File: config.mk
export PLATFORM = sky130hd
export DESIGN_NAME = load_store_unit
export DESIGN_NICKNAME = d
export VERILOG_FILES = /design/src/rtl/load_store_unit.sv
export SDC_FILE = /design/constraint.sdc
export NUM_CORES = 1
export LEC_CHECK = 0
export CAP_MARGIN = 15
export CORE_MARGIN = 5
export CORE_UTILIZATION = 43
export CTS_CLUSTER_DIAMETER = 200
export CTS_CLUSTER_SIZE = 28
export DETAILED_ROUTE_END_ITERATION = 8
export DONT_BUFFER_PORTS = 1
export GPL_TIMING_DRIVEN = 0
export PLACE_DENSITY = 0.68
export SYNTH_ARGS = -nofsm -noshare
export SYNTH_HDL_FRONTEND = slang
export SYNTH_SLANG_ARGS = --single-unit
File: constraint.sdc
create_clock -name iClk -period 2.3 [get_ports iClk]
set_input_delay 0.345 -clock iClk [delete_from_list [all_inputs] [get_ports iClk]]
set_output_delay 0.345 -clock iClk [all_outputs]
set_load 0.01 [all_outputs]
File: src/rtl/load_store_unit.sv
// Data-memory initiator: issues one aligned load/store per command, waits for ack,
// and returns RISC-V extended load data or a fault code with a single-cycle done pulse.
module load_store_unit #(
   parameter int TIMEOUT = 16
) (
   input  logic        iClk,
   input  logic        iRstN,
   input  logic        iValid,
   input  logic        iMemRead,
   input  logic        iMemWrite,
   input  logic [2:0]  iFunct3,
   input  logic [31:0] iAddress,
   input  logic [31:0] iWriteData,
   output logic        oBusy,
   output logic        oDone,
   output logic [31:0] oLoadData,
   output logic [2:0]  oFaultCode,
   output logic        oMemReq,
   output logic        oMemWe,
   output logic [31:0] oMemAddr,
   output logic [3:0]  oMemBe,
   output logic [31:0] oMemWdata,
   input  logic        iMemAck,
   input  logic [31:0] iMemRdata
);

   typedef enum logic [1:0] {IDLE, REQ, DONE} LsuState;

   localparam logic [7:0] LAST_COUNT = 8'(TIMEOUT - 1);

   LsuState     state;
   logic [2:0]  reqFunct3;
   logic [1:0]  reqAddrLow;
   logic        reqWrite;
   logic [7:0]  timeoutCount;

   logic        cmdPresent;
   logic        illegalFunct3;
   logic        misaligned;
   logic [2:0]  fault;
   logic [3:0]  byteEnable;
   logic [31:0] storeData;
   logic [7:0]  loadByte;
   logic [15:0] loadHalf;
   logic [31:0] loadExtract;

   assign oBusy      = (state != IDLE);
   assign cmdPresent = iValid & (iMemRead | iMemWrite);

   // Decode the incoming command: fault classification, lane enables and replicated store data.
   always_comb begin
      illegalFunct3 = 1'b0;
      misaligned    = 1'b0;
      fault         = 3'd0;
      byteEnable    = 4'b1111;
      storeData     = 32'd0;

      if (iMemWrite)
         illegalFunct3 = iFunct3[2] | (iFunct3[1:0] == 2'b11);
      else
         illegalFunct3 = (iFunct3 == 3'b011) | (iFunct3[2:1] == 2'b11);

      misaligned = ((iFunct3[1:0] == 2'b01) & iAddress[0]) |
                   ((iFunct3[1:0] == 2'b10) & (iAddress[1:0] != 2'b00));

      if (iMemRead & iMemWrite)
         fault = 3'd3;
      else if (illegalFunct3)
         fault = 3'd2;
      else if (misaligned)
         fault = 3'd1;

      case (iFunct3[1:0])
         2'b00:   byteEnable = 4'b0001 << iAddress[1:0];
         2'b01:   byteEnable = iAddress[1] ? 4'b1100 : 4'b0011;
         default: byteEnable = 4'b1111;
      endcase

      if (iMemWrite) begin
         case (iFunct3[1:0])
            2'b00:   storeData = {4{iWriteData[7:0]}};
            2'b01:   storeData = {2{iWriteData[15:0]}};
            default: storeData = iWriteData;
         endcase
      end
   end

   // Lane selection uses the latched low address bits since iAddress may change during REQ.
   always_comb begin
      loadByte    = 8'd0;
      loadHalf    = reqAddrLow[1] ? iMemRdata[31:16] : iMemRdata[15:0];
      loadExtract = iMemRdata;

      case (reqAddrLow)
         2'b00:   loadByte = iMemRdata[7:0];
         2'b01:   loadByte = iMemRdata[15:8];
         2'b10:   loadByte = iMemRdata[23:16];
         default: loadByte = iMemRdata[31:24];
      endcase

      case (reqFunct3)
         3'b000:  loadExtract = {{24{loadByte[7]}}, loadByte};
         3'b100:  loadExtract = {24'd0, loadByte};
         3'b001:  loadExtract = {{16{loadHalf[15]}}, loadHalf};
         3'b101:  loadExtract = {16'd0, loadHalf};
         default: loadExtract = iMemRdata;
      endcase
   end

   // Transaction FSM; faulted commands skip REQ entirely, and an ack beats a same-edge timeout.
   always_ff @(posedge iClk or negedge iRstN) begin
      if (!iRstN) begin
         state        <= IDLE;
         reqFunct3    <= 3'd0;
         reqAddrLow   <= 2'd0;
         reqWrite     <= 1'b0;
         timeoutCount <= 8'd0;
         oDone        <= 1'b0;
         oLoadData    <= 32'd0;
         oFaultCode   <= 3'd0;
         oMemReq      <= 1'b0;
         oMemWe       <= 1'b0;
         oMemAddr     <= 32'd0;
         oMemBe       <= 4'd0;
         oMemWdata    <= 32'd0;
      end else begin
         case (state)
            IDLE: begin
               oDone <= 1'b0;
               if (cmdPresent) begin
                  reqFunct3  <= iFunct3;
                  reqAddrLow <= iAddress[1:0];
                  reqWrite   <= iMemWrite;
                  if (fault != 3'd0) begin
                     oFaultCode <= fault;
                     oDone      <= 1'b1;
                     state      <= DONE;
                  end else begin
                     oMemReq      <= 1'b1;
                     oMemWe       <= iMemWrite;
                     oMemAddr     <= {iAddress[31:2], 2'b00};
                     oMemBe       <= byteEnable;
                     oMemWdata    <= storeData;
                     timeoutCount <= 8'd0;
                     state        <= REQ;
                  end
               end
            end
            REQ: begin
               if (iMemAck) begin
                  oMemReq    <= 1'b0;
                  oFaultCode <= 3'd0;
                  oDone      <= 1'b1;
                  if (!reqWrite)
                     oLoadData <= loadExtract;
                  state <= DONE;
               end else if (timeoutCount == LAST_COUNT) begin
                  oMemReq    <= 1'b0;
                  oFaultCode <= 3'd4;
                  oDone      <= 1'b1;
                  state      <= DONE;
               end else begin
                  timeoutCount <= timeoutCount + 8'd1;
               end
            end
            DONE: begin
               oDone <= 1'b0;
               state <= IDLE;
            end
            default: state <= IDLE;
         endcase
      end
   end

endmodule

==> run summary, run 1 <==
The worst setup path is captured at a register. Across the run, the number of max-cap violations was 0. The initial antenna violation count was 0; the DRC violation count after routing was 0.

In the layout the commonest cells are nand2_1 (130), dfrtp_1 (120), o21ai_0 (77). In this run the vertical extent of the chip is 127.3 um. The floorplan has 42 rows. Counting every instance in the synthesized netlist gives 607. After the first detailed-routing iteration, the DRC count stood at 341. STA classifies the critical path startpoint as a register.

The flow ran to the end, but the final reports show violations. For this run, the total global-route usage over all layers was measured as 20.60%. At the pin with the least slew margin, the transition time is 0.6348 ns. In the global route stage, met1 resource usage came out at 23.02%. After detailed routing, the total wire length is 16540 um.

Yosys attributes the largest share of cell area to dfrtp_1 (51%), mux2_2 (11%), nand2_1 (8.3%). In the synthesized netlist the async set-or-reset flop fraction comes to 100.0%. The dominant combinational cell family by area after synthesis was compound AO/OA/AOI/OAI gates. The path depth of the worst reg2reg path was 10. The path class of the tightest hold or removal check is primary input to async pin. Of all nets on the critical path, the largest fanout is 10. The via count of the first global-routing pass was 4883. The leading register cell type out of synthesis is dfrtp_1.

The logs give 1251 for the fill cell total of the finished layout and 0 for the final-report setup violation count. CTS built an H-tree with a depth of 4. Wire length of the first global-routing pass: 26290 um.

The achievable clock frequency is 0.4684 GHz. In the synthesized netlist, mux cells make up 13.10% of the area. In this run the worst setup path begins at state[0]$_DFFE_PN0P_. End point of the critical path: timeoutCount[6]$_DFFE_PN0P_. In the global route stage, met2 resource usage came out at 33.90%.

The number of buffers created by CTS is 17. The cell at the root of the clock tree is clkbuf_16. Cell area after technology mapping: 5912 um^2.

TritonCTS built the clock tree. Clock latency on the worst-skew pair, taken at its later pin, is 0.42 ns. The minimum hold slack is -0.3743 ns, and the total half-perimeter wirelength after legalization and detailed placement is 12510 um. Leaving out fill and tap cells, the most frequent cell in the layout is nand2_1. The global route total overflow is 0, and the area enclosed by the die boundary is 16190 um^2. 0 antenna diodes ended up in the layout.

The library cell with the largest summed area after synthesis was dfrtp_1. The relative area change from synthesis to final layout came out at 14.46%. Clock-pin slew was measured on the worst setup and hold paths at 0.05 ns. The share of synthesized area occupied by flip-flops and latches is 50.79%.

met2 is the most crowded layer. Dividing the detail-routed wire length by the instance count gives 20.29 um. After detailed placement, the design holds a cell count of 784.

For the post-place instance area, the log shows 6136 um^2. In this run the register-to-register setup slack is 0.17 ns. In this run the tool buffered the top-level ports with 0 buffer cells.

The run gives 3.005 nW as the total leakage power. The count of TritonRoute iterations in the first routing pass was 4. The routed design could run at a clock period as short as 2.135 ns. The warning count from the yosys run came out at 0. Synthesis instantiated 52 different standard cells from the library. The routed layout has 4713 vias. The logs give 121 for the maximum number of pins on one net before global-route repair and 2.64 ns for the data required time at the worst endpoint.

Setup repair after global routing left no endpoint under its margin. For this design the top-level I/O count stands at 212. The detail route stage leaves a number of antenna-violating nets equal to 0. The number of non-filler instances in the completed layout is 815, and the share of the clock period used by the worst path is 92.82%. For the worst setup path, the data arrival time is 2.47 ns. Routability-driven placement finished with a final weighted congestion of 0.8679.

The area fraction in compound gates after synthesis is 15.89%, and the worst setup skew after layout is 0.007133 ns. Count of pins over their slew limit: 0. The core occupancy in the finished layout is 50.69%, and the number of buffers on the longest clock path is 2. The summed area of non-filler cells in the final layout came out at 6766 um^2. After synthesis, the mean cell area works out to 9.740 um^2.

The final number of hold-violating endpoints is 120. Summing the areas of all fa, ha and maj instances in the mapped netlist gives 0.8466% of the synthesized area. The x dimension of the die was 127.3 um; the layout cell share with drive strength beyond 1 was 20.34%.

In the global route stage, met3 resource usage came out at 10.27%. The critical path is of the register to register type. The worst voltage drop across the vdd grid is 585.8 uV. Number of vias per cell after detailed routing: 5.783. The top-area cell type share of the netlist area was 50.79%; the initial cell density of the core was 44.29%. The worst slew slack as a fraction of its limit is 57.52%, and the number of clock sinks seen by CTS is 120.

Summing the areas of all xor and xnor instances in the mapped netlist gives 0% of the synthesized area. Power spread over the standard cell area amounts to 1324 nW/um^2. The number of enable flip-flop cells after synthesis was 0; the fraction of the mapped netlist area in simple logic gates was 14.52%. In the final design database the tool counted 736 nets. The source of the worst register-to-register timing path was state[0]$_DFFE_PN0P_. The synthesized design contains 120 register bits. The checks that failed: hold timing. The standard cell core area is 13350 um^2. The worst register-to-register path ends at timeoutCount[6]$_DFFE_PN0P_.
==> layout make-up <==
type,count,area [um^2],share of cell area (%)
repair buffers,1,7.507,0.1109
plain buffers,41,215.2,3.180
flip-flops and latches,120,3003,44.38
clock inverters,8,143.9,2.126
well taps,176,220.2,3.254
multi-input cells,428,2641,39.03
clock buffers,23,467.9,6.916
inverters,18,67.56,0.9985
==> Yosys cell counts, types with 3 or more instances <==
| cell type | number |
|---|---|
| o22ai_1 | 7 |
| buf_4 | 5 |
| nand4_1 | 3 |
| clkbuf_1 | 20 |
| nor3_1 | 3 |
| nand2_1 | 130 |
| buf_2 | 13 |
| a21oi_1 | 20 |
| a22oi_1 | 9 |
| buf_6 | 3 |
| a21oi_2 | 10 |
| o21ai_0 | 77 |
| or4_1 | 6 |
| a31oi_1 | 9 |
| mux2i_1 | 11 |
| inv_1 | 18 |
| nor2_1 | 30 |
| mux2_2 | 57 |
| nand3_1 | 7 |
| nand2b_1 | 4 |
| ha_1 | 4 |
| o31ai_1 | 5 |
| dfrtp_1 | 120 |
==> per-stage QoR <==
step / worst slack (ns) / setup TNS (ns) / power, mW
2_1_floorplan: 0.3734 / 0 / 5.534
3_3_place_gp: 0.05661 / 0 / 6.103
3_5_place_dp: -0.05664 / -0.06055 / 6.238
4_1_cts: 0.04066 / 0 / 9.037
5_1_grt: 0.001979 / 0 / 9.494
6_report: 0.1652 / 0 / 8.959
==> cells by family (layout without fill, tap and decap cells) <==
kind of cell	Yosys count	count (layout)
muxes	69	69
buffers and inverters	60	91
adders and majority gates	4	4
and+or+nand+nor	200	200
DFF	120	120
other	1	2
AOI/OAI and AO/OA	153	153
==> worst min path at each step <==
stage                                  endpoint  start  depth (start not counted)  slack (ns)
floorplan                     oDone$_DFFE_PN0P_  iRstN                          0        0.05
global placement    timeoutCount[0]$_DFFE_PN0P_  iRstN                          0        0.06
detailed placement    oLoadData[30]$_DFFE_PN0P_  iRstN                          0        0.05
CTS                   oMemWdata[19]$_DFFE_PN0P_  iRstN                          0       -0.39
global route           reqFunct3[0]$_DFFE_PN0P_  iRstN                          0       -0.40
finish                oLoadData[24]$_DFFE_PN0P_  iRstN                          0       -0.37
==> critical path: stages (launching register included) <==
cell and delay, ns:
dfrtp_1 0.41, inv_1 0.08, ha_1 0.14, buf_4 0.16, o211ai_2 0.11, buf_6 0.16
o21ai_2 0.09, nand2_2 0.10, buf_2 0.19, or4_1 0.48, a21oi_1 0.14
==> metal layers <==
layer  wire (um)  part of all wire [%]  up-vias
met5           0                     0        -
li1            -                     -     2143
met1        6220                    38     2307
met2        8066                    49      228
met3        1908                    12       35
met4         341                   2.1        0
==> flip-flops by register name, summed over array words and instances, names as in the netlist, 3 cells and up <==
register	cells
oMemBe	4
timeoutCount	8
reqFunct3	3
oLoadData	32
oMemWdata	32
oFaultCode	3
oMemAddr	30
==> power by group <==
part,internal [mW],switching [mW],total [mW]
sequential,3.02,1.18,4.19
clock,1.86,0.907,2.77
combinational,0.892,1.11,2.00
==> timing repair <==
action | in CTS | in global routing
setup endpoints to repair | 1 | 13
gates resized for setup | 0 | 7
setup buffers | 1 | 0
endpoints found under the hold margin | 120 | 120
No activity file was read; power rests on OpenSTA's default activity.
==> run 2, diff against run 1 <==
--- a/config.mk
+++ b/config.mk
@@ -6,7 +6,7 @@
 export NUM_CORES = 1
 export LEC_CHECK = 0
 export CAP_MARGIN = 15
-export CORE_MARGIN = 5
+export CORE_MARGIN = 1.5
 export CORE_UTILIZATION = 43
 export CTS_CLUSTER_DIAMETER = 200
 export CTS_CLUSTER_SIZE = 28
==> run 2 against run 1 <==
  * The flow still finishes with violations (hold timing)
  * Clock-buffer cell count down 2
  * Flip-flop and latch count unchanged
  * Register-to-register slack about the same
  * Critical path depth unchanged
  * Sequential share of layout area up 0.11 points
  * Die area down 11%
  * Sequential power about the same
  * Fmax down 0.56%
  * Cell count up 0.25%
  * Clock power down 5%
  * Via count down 2.1%
  * Final area down 0.24%
  * Largest cell class unchanged
  * Largest power group unchanged
==> run summary, run 2 (synthesis results as in run 1) <==
The max capacitance violation total is 0 (unchanged). The average wire length per cell after detail routing came out at 19.76 um (was 20.29 um). The CTS H-tree depth is 4 (unchanged).

The met3 track utilization from global routing was 9.481% (was 10.27%). Violations in the final reports: hold timing (unchanged). Number of diodes added for antenna fixing: 0 (unchanged). The path depth of the worst reg2reg path is 10 (unchanged), and the final number of hold-violating endpoints is 120 (unchanged). For the summed area of non-filler cells in the final layout, the log shows 6750 um^2 (was 6766 um^2).

The number of vias per cell after detailed routing was 5.645 (was 5.783); the number of placed instances with taps included was 784 (unchanged). The final-report setup violation count came out at 0 (unchanged). The layout cell share with drive strength beyond 1 was 20.75% (was 20.34%). Largest regs: oLoadData: 32 flops, oMemWdata: 32 flops, oMemAddr: 30 flops (unchanged).

Via count of the first global-routing pass: 4741 (was 4883). Standard cell core area: 13350 um^2 (unchanged). The tools report the data required time at the worst endpoint as 2.63 ns (was 2.64 ns). The power density relative to cell area was 1304 nW/um^2 (was 1324 nW/um^2); the total leakage power was 2.998 nW (was 3.005 nW). The most common library cell in the layout ignoring fill and taps is nand2_1 (unchanged). The tools report the number of routed nets with antenna violations as 0 (unchanged). The global-route track usage on met1 was 25.51% (was 23.02%). The total power of the final layout is 8.801 mW (was 8.959 mW). For the maximum number of pins on one net before global-route repair, the log shows 121 (unchanged). The number of buffers on the longest clock path is 2 (unchanged), and the DRC violation count after routing is 0 (unchanged). The run gives 2.48 ns (was 2.47 ns) as the arrival time at the worst endpoint. The maximum fanout encountered on the critical timing path came out at 10 (unchanged). The run gives 5 (was 4) as the count of TritonRoute iterations in the first routing pass. Source of the worst register-to-register timing path: state[1]$_DFFE_PN0P_ (was state[0]$_DFFE_PN0P_).

The global route total overflow was 0 (unchanged). The run finished, with violations left. Count of pins over their slew limit: 0 (unchanged). Class of the most critical hold timing path: primary input to async pin (unchanged). The slew at the pin closest to its max-slew limit is 0.6824 ns (was 0.6348 ns). The post-place setup slack is 0.03162 ns (was -0.05664 ns). The overall die height works out to 120.3 um (was 127.3 um).

Setup repair after global routing left no endpoint under its margin. Number of rows created at floorplan: 42 (unchanged). The last weighted congestion value of the routability-driven placer is 0.8454 (was 0.8679), and the time the final worst path needs with I/O delays and setup is 2.147 ns (was 2.135 ns). The initial cell density of the core was 44.29% (unchanged); the final total negative setup slack was 0 ns (unchanged). Startpoint type of the worst setup path: a register (unchanged).

Commonest non-fill, non-tap cells in the layout: nand2_1 (130), dfrtp_1 (120), o21ai_0 (77) (unchanged). The tools report the number of non-filler instances in the completed layout as 817 (was 815). Peak-usage layer in the global routing report: met2 (unchanged). Wire length of the first global-routing pass: 24940 um (was 26290 um). The worst setup skew after layout was 0.007441 ns (was 0.007133 ns).

The tools report the post-place instance area as 6136 um^2 (unchanged). The area enclosed by the die boundary is 14460 um^2 (was 16190 um^2), and the share of the clock period used by the worst path is 93.34% (was 92.82%). The tools report the worst setup slack for register-to-register paths as 0.15 ns (was 0.17 ns). TritonCTS built the clock tree. The logs give 4612 (was 4713) for the count of vias placed by the detailed router and 120 (unchanged) for the number of clock sinks seen by CTS.

The total half-perimeter wirelength after legalization and detailed placement came out at 11770 um (was 12510 um). For the core occupancy in the finished layout, the log shows 50.57% (was 50.69%). The endpoint of the most critical register-to-register path is timeoutCount[6]$_DFFE_PN0P_ (unchanged). The achievable clock frequency was 0.4658 GHz (was 0.4684 GHz). The tools report the aggregate routed wire length as 16140 um (was 16540 um). Worst-skew pair later-pin latency: 0.41 ns (was 0.42 ns).

The logs give 17 (unchanged) for the number of buffers created by CTS and 0.1531 ns (was 0.1652 ns) for the minimum setup slack in the final design. The logs give 212 (unchanged) for the I/O pin count and -0.3643 ns (was -0.3743 ns) for the minimum hold slack. The clock-pin slew on the worst setup and hold paths was 0.05 ns (about the same). The tools report the final-stage net count as 738 (was 736). The category of the most critical setup path was register to register (unchanged). The run gives 22.53% (was 20.60%) as the total global-route track usage.

The x dimension of the die was 120.3 um (was 127.3 um). The number of input and output port buffers inserted is 0 (unchanged). The tools report the worst setup path startpoint as state[1]$_DFFE_PN0P_ (was state[0]$_DFFE_PN0P_).

The met2 global-route usage was 38.46% (was 33.90%). The cell at the root of the clock tree was clkbuf_16 (unchanged). The number of DRC markers in iteration 0 is 269 (was 341). The relative area change from synthesis to final layout is 14.18% (was 14.46%). The worst slew slack as a fraction of its limit is 54.51% (was 57.52%), and the worst voltage drop across the vdd grid is 982.0 uV (was 585.8 uV). For the initial antenna violation count, the log shows 0 (unchanged). The tools report the type of destination of the critical path as a register (unchanged).
[run 2: cell types whose count changed in the layout (fill, tap and decap cells not counted), sizes merged]
| cell | delta |
|---|---|
| clkbuf | -1 |
| bufinv | -1 |
| clkinvlp | +1 |
| buf | +1 |
| inv | -1 |
| clkinv | +3 |
[run 2: how the worst max path moves through the flow]
stage	end	depth (start not counted)
finish	timeoutCount[6]$_DFFE_PN0P_	10
global route	timeoutCount[6]$_DFFE_PN0P_	10
CTS	oMemAddr[30]$_DFFE_PN0P_	8
detailed placement	oMemAddr[30]$_DFFE_PN0P_	8
global placement	oMemAddr[26]$_DFFE_PN0P_	8
floorplan	timeoutCount[6]$_DFFE_PN0P_	10
[run 2: timing repair]
action	4_1_cts	5_1_grt
gates resized for setup	0	10
setup endpoints to repair	0	16
endpoints found under the hold margin	120	120
buffers inserted	0	2
[run 2: critical path, cell delays in order, from the launching register on]
cell,delay [ns]
dfrtp_1,0.37
inv_1,0.10
ha_1,0.15
buf_4,0.16
o211ai_2,0.12
buf_6,0.16
o21ai_2,0.10
nand2_2,0.09
buf_4,0.18
or4_1,0.49
a21oi_2,0.15
[run 2: layer usage]
layer / up-vias / wire (um)
li1: 2139 / -
met1: 2272 / 6338
met2: 185 / 8039
met3: 16 / 1493
met4: 0 / 269
met5: - / 0
[run 2: report_power, final]
group          switching, mW  internal [mW]  total, mW
Clock                  0.904           1.71       2.62
Sequential              1.16           3.02       4.18
Combinational           1.11          0.894       2.01
[run 2: layout make-up]
class	count	area, um^2
fill	1229	6598
sequential	120	3003
multi-input combinational	428	2645
clock buffer	21	450.4
buffer	42	221.5
tap	176	220.2
clock inverter	10	127.6
inverter	18	67.56
timing repair buffer	2	15.01
==> run 3, diff against run 2 <==
--- a/config.mk
+++ b/config.mk
@@ -5,7 +5,7 @@
 export SDC_FILE = /design/constraint.sdc
 export NUM_CORES = 1
 export LEC_CHECK = 0
-export CAP_MARGIN = 15
+export CAP_MARGIN = 20
 export CORE_MARGIN = 1.5
 export CORE_UTILIZATION = 43
 export CTS_CLUSTER_DIAMETER = 200
==> constraint.sdc (replaced) <==
create_clock -name iClk -period 2.3 [get_ports iClk]
set_input_delay 0.575 -clock iClk [delete_from_list [all_inputs] [get_ports iClk]]
set_output_delay 0.575 -clock iClk [all_outputs]
set_load 0.01 [all_outputs]
==> results of run 3 <==
Same layout as run 2 (identical final DEF). Status: finished, violations left: hold timing.
Among the figures that moved: setup slack after placement 0.03162 ns -> -0.1951 ns; hold slack -0.3643 ns -> -0.1343 ns
